`config.mk`:
```
export PLATFORM = sky130hd
export DESIGN_NAME = fetch_sequencer
export DESIGN_NICKNAME = d
export VERILOG_FILES = /design/src/rtl/fetch_sequencer.sv
export SDC_FILE = /design/constraint.sdc
export NUM_CORES = 1
export LEC_CHECK = 0
export ABC_AREA = 0
export ABC_CLOCK_PERIOD_IN_PS = 2300
export CORE_UTILIZATION = 33
export CTS_BUF_LIST = sky130_fd_sc_hd__clkbuf_4 sky130_fd_sc_hd__clkbuf_8
export DETAILED_ROUTE_END_ITERATION = 16
export GPL_ROUTABILITY_DRIVEN = 0
export GPL_TIMING_DRIVEN = 0
export PLACE_DENSITY = 0.77
export SYNTH_ARGS = -nofsm -noshare
export SYNTH_HDL_FRONTEND = slang
export SYNTH_SLANG_ARGS = --single-unit
export TNS_END_PERCENT = 20
```
`constraint.sdc`:
```
create_clock -name clock -period 2.3 [get_ports clock]
set_clock_uncertainty 0.05 [all_clocks]
set_input_delay 0.46 -clock clock [delete_from_list [all_inputs] [get_ports clock]]
set_output_delay 0.46 -clock clock [all_outputs]
set_load 0.02 [all_outputs]
```
`src/rtl/fetch_sequencer.sv`:
```
// Instruction-fetch control: owns the PC, arbitrates the single-port instruction
// memory between fetch and the program loader, and holds the IF_ID register.
module fetch_sequencer #(
    parameter int          ADDR_W    = 7,
    parameter logic [31:0] RESET_PC  = 32'h0,
    parameter logic [31:0] HALT_INSN = 32'hFFFF_FFFF
) (
    input  logic              clock,
    input  logic              reset,
    input  logic              load_valid,
    input  logic [ADDR_W-1:0] load_addr,
    input  logic [31:0]       load_data,
    output logic              load_ready,
    input  logic              load_done,
    input  logic              stall,
    input  logic              redirect_valid,
    input  logic [31:0]       redirect_pc,
    output logic [ADDR_W-1:0] mem_addr,
    output logic              mem_we,
    output logic [31:0]       mem_wdata,
    input  logic [31:0]       mem_rdata,
    output logic [63:0]       IF_ID,
    output logic              if_id_valid,
    output logic [31:0]       pc,
    output logic              halted
);

    typedef enum logic [1:0] {IDLE, RUN, HALT} state_t;

    typedef struct packed {
        logic [31:0] pc;
        logic [31:0] insn;
    } if_id_t;

    state_t      state_q, state_d;
    logic [31:0] pc_q, pc_d;
    if_id_t      if_id_q, if_id_d;
    logic        if_id_valid_q, if_id_valid_d;
    logic        loader_owns_port;

    always_ff @(posedge clock) begin
        if (reset) begin
            state_q       <= IDLE;
            pc_q          <= RESET_PC;
            if_id_q       <= '0;
            if_id_valid_q <= 1'b0;
        end else begin
            state_q       <= state_d;
            pc_q          <= pc_d;
            if_id_q       <= if_id_d;
            if_id_valid_q <= if_id_valid_d;
        end
    end

    always_comb begin
        state_d          = state_q;
        pc_d             = pc_q;
        if_id_d          = if_id_q;
        if_id_valid_d    = if_id_valid_q;
        loader_owns_port = 1'b1;
        mem_addr         = load_addr;
        case (state_q)
            RUN: begin
                if (redirect_valid) begin
                    // Redirect wins over stall: drop the in-flight slot, keep IF_ID contents.
                    loader_owns_port = 1'b0;
                    mem_addr         = pc_q[ADDR_W-1:0];
                    pc_d             = redirect_pc;
                    if_id_valid_d    = 1'b0;
                end else if (!stall) begin
                    loader_owns_port = 1'b0;
                    mem_addr         = pc_q[ADDR_W-1:0];
                    if_id_d          = '{pc: pc_q, insn: mem_rdata};
                    if_id_valid_d    = 1'b1;
                    if (mem_rdata == HALT_INSN) begin
                        state_d = HALT;
                    end else begin
                        pc_d = pc_q + 32'd1;
                    end
                end
            end
            HALT: begin
                if (!stall) begin
                    if_id_valid_d = 1'b0;
                end
                if (load_done) begin
                    pc_d    = RESET_PC;
                    state_d = RUN;
                end
            end
            default: begin
                if (load_done) begin
                    pc_d    = RESET_PC;
                    state_d = RUN;
                end
            end
        endcase
    end

    // A loader write presented during reset is never accepted.
    assign load_ready  = loader_owns_port & ~reset;
    assign mem_we      = load_valid & load_ready;
    assign mem_wdata   = load_data;
    assign IF_ID       = if_id_q;
    assign if_id_valid = if_id_valid_q;
    assign pc          = pc_q;
    assign halted      = (state_q == HALT);

endmodule
```
==> out/results.tsv <==
stage	metric	value	unit
global_route	grt-ovfl-total	0	
global_route	grt_pass1_vias	5032	
clock_network	cts.clk_slew.worst_paths	0.09	ns
placed_design	dpl.cell_count	1027	
power	ir_worst_vdd	0.0003520	V
detailed_routing	drt-initial-drc-count	305	
sta	slew_violations	0	
clock_network	cts_tree	yes	
worst_setup_path	crit_chain	clkdlybuf4s50_1, buf_4, nor2_2, and2_1, clkdlybuf4s15_2	
global_route	grt_use_met1	27.30	%
power	leakage	2.638	nW
yosys	ys_types	45	
sta	fmax	448.6	MHz
die	initial_core_util	34.11	%
worst_setup_path	crit_path_start_kind	input port	
yosys	yosysWarnings	0	
yosys	syn-instance-count	633	
clock_network	clk_latency	0.38	ns
global_route	grt_util_all_layers	22.50	%
run	maxCapViolCount	0	
yosys	syn_area_per_cell	7.537	µm²
yosys	yosysMostFrequentCell	nand2_1	
clock_network	cts_num_sinks	99	
yosys	synthTopCellsByCount	nand2_1 (173), dfxtp_1 (99), a21oi_1 (94)	
die	die_x	122.2	µm
die	dieArea	0.01494	mm²
clock_network	cts_root_buffer	clkbuf_8	
die	io_pins	248	
clock_network	cts_made_buffers	9	
placed_design	hpwl	12550	µm
detailed_routing	ant_nets	0	
worst_setup_path	path_class	in2out	
global_route	grtUsageMet2	36.94	%
worst_setup_path	r2r_slack	0.13	ns
sta	final_hold_viol_count	0	
yosys	synth_area_leaders	dfxtp_1 (42%), nand2_1 (14%), a21oi_1 (9.9%)	
sta	worst_slew_pin_slew	0.8218	ns
cells_and_area	n_fill_cell	1381	
worst_setup_path	endpoint_kind	primary output	
global_route	antenna_found_initial	0	
power	power_density	518.5	mW/mm²
sta	final-setup-viol-count	0	
sta	post-route-min-period	2.229	ns
detailed_routing	via_per_inst	5.144	
hold_path	whs_path_depth	2	
sta	relSlewSlack	44.92	%
cells_and_area	fin_nets	977	
yosys	synth-async-reset-ratio	0	%
cells_and_area	drive_gt1_share	11.14	%
detailed_routing	drc	0	
placed_design	io_buffers	214	
die	die_height	122.2	µm
detailed_routing	firstDrtPassIters	5	
worst_setup_path	critical_path_arrival	1.72	ns
global_route	busiest_layer	met2	
yosys	ys_seq_area_share	41.54	%
clock_network	clk_path_buf_depth	2	
cells_and_area	finalNonFillerCells	1051	
hold_path	hp-class	reg2reg	
cells_and_area	num_antenna_cells	0	
worst_setup_path	worstPathRequired	1.79	ns
detailed_routing	wl	17100	µm
clock_network	ctsHoldBuffers	0	
global_route	grt_max_degree	16	
worst_setup_path	crit_path_max_incr_delay	0.50	ns
clock_network	htreeDepth	3	
sta	post-route-period-util	96.92	%
global_route	grt_pass1_wl	25960	µm
yosys	yosys.area.top_type	dfxtp_1	
die	core	0.01399	mm²
global_route	met3_usage	5.901	%
cells_and_area	areaGrowthSynthToFinish	57.15	%
yosys	yosysTopAreaCellShare	41.54	%
detailed_routing	vias	5406	
yosys	syn_area	0.004771	mm²
detailed_routing	avgRoutedWirePerCell	16.27	µm
yosys	synth-main-ff-cell	dfxtp_1	
outcome	status	completed	
worst_setup_path	cp_max_fo	10	
yosys	synth_fp_nets	743	
sta	final.setup.worst_slack	0.07075	ns
cells_and_area	seq_area	0.001987	mm²
yosys	synth-seq-cells	99	
die	row_count	43	
yosys	synth-edff-count	0	
worst_setup_path	slowest_stage	clkdlybuf4s50_1	
cells_and_area	multi_input_area	0.002400	mm²
placed_design	pre_cts_slack	-0.6425	ns
worst_setup_path	rr_worst_depth	6	
==> sequential cells by signal, summed over array words and instances (netlist names) <==
signal       count
IF_ID           64
pc              32
state_q          2
if_id_valid      1
==> cells in the final DEF (no fill, tap or decap), types with 2 or more instances in the layout <==
cell               n
nand4_1           13
a22oi_1            8
buf_6              4
clkbuf_2           4
buf_2              4
o21ai_0           16
o21a_1             4
and2_1             3
nor4_2             3
clkdlybuf4s50_1  204
o2bb2ai_1         25
clkbuf_1          23
nor4_1             7
inv_1              6
dlygate4sd2_1      3
buf_4             45
nor4_4             2
nand3_2            2
bufinv_16          3
a21oi_1           93
nand2_1          172
dfxtp_2            4
and2b_1            2
a32oi_1            2
nand3_1           18
dfxtp_1           95
clkbuf_4           2
a31oi_1            2
clkbuf_8           9
nor3_2             2
a21o_1             2
nor3_1            13
nor2_1            34
clkdlybuf4s15_2    2
and3_1             4
o21ai_1            6
and4_1             5
buf_1              3
a22o_1             2
==> power by group <==
part           switching [W]  total [W]  leakage, nW  internal, W
Sequential         0.0000458    0.00180        0.803      0.00175
Clock               0.000619    0.00135        0.116     0.000727
Combinational       0.000372   0.000742         1.72     0.000370
Total                0.00104    0.00389         2.64      0.00285
==> layout make-up <==
type	instances	area share (%)
multi-input cells	457	32.01
clock inverters	5	1.368
repair buffers	223	29.21
plain buffers	71	5.858
clock buffers	10	1.752
well taps	180	3.004
flip-flops and latches	99	26.50
inverters	6	0.3004
==> per-stage QoR <==
step | hold WS (ns) | utilization (%) | power, W | TNS [ns] | cell area, µm²
2_1_floorplan | 0.4162 | - | 0.002179 | 0 | 4771
3_3_place_gp | 0.3909 | 51.03 | 0.002556 | -33.60 | 7138
5_1_grt | 0.4248 | 53.60 | 0.004057 | -0.008178 | 7497
6_report | 0.4062 | 53.60 | 0.003888 | 0 | 7497
3_5_place_dp | 0.3961 | 51.03 | 0.002563 | -33.40 | 7138
4_1_cts | 0.4085 | 53.13 | 0.003915 | -0.004930 | 7432
==> critical path: cells and delay by family <==
family	cells	cell delay, ns
buffers and inverters	3	0.97
and+or+nand+nor	2	0.29
==> logic make-up (layout without fill, tap and decap cells) <==
logic type	Yosys count	after routing	share of synthesized area [%]
adders and majority gates	1	1	0.2622
AOI/OAI and AO/OA	166	166	20.85
buffers and inverters	77	315	9.231
xor gates and xnor gates	1	1	0.1836
DFF	99	99	41.54
and+or+nand+nor	288	288	27.72
muxes	1	1	0.2098
==> metal layers <==
layer | part of all wire [%] | up-vias | wire length [µm]
met1 | 40 | 2484 | 6869
met2 | 48 | 260 | 8245
met4 | 2.3 | 0 | 388
met5 | 0 | - | 0
met3 | 9.3 | 30 | 1593
li1 | - | 2632 | -
==> what timing repair did <==
item                                    4_1_cts  5_1_grt
pin swaps                                     2        3
buffers inserted                              2        6
cloned                                        0        1
resized for setup                            34       16
endpoints found under the setup margin       33       31
==> path summary, 6_finish.rpt <==
| check | start | to |
|---|---|---|
| max | reset | mem_we |
| max reg2reg | pc[3] | pc[31] |
| min reg2reg | IF_ID[34] | IF_ID[34] |
| min | IF_ID[34] | IF_ID[34] |
No activity file was read; power rests on OpenSTA's default activity.
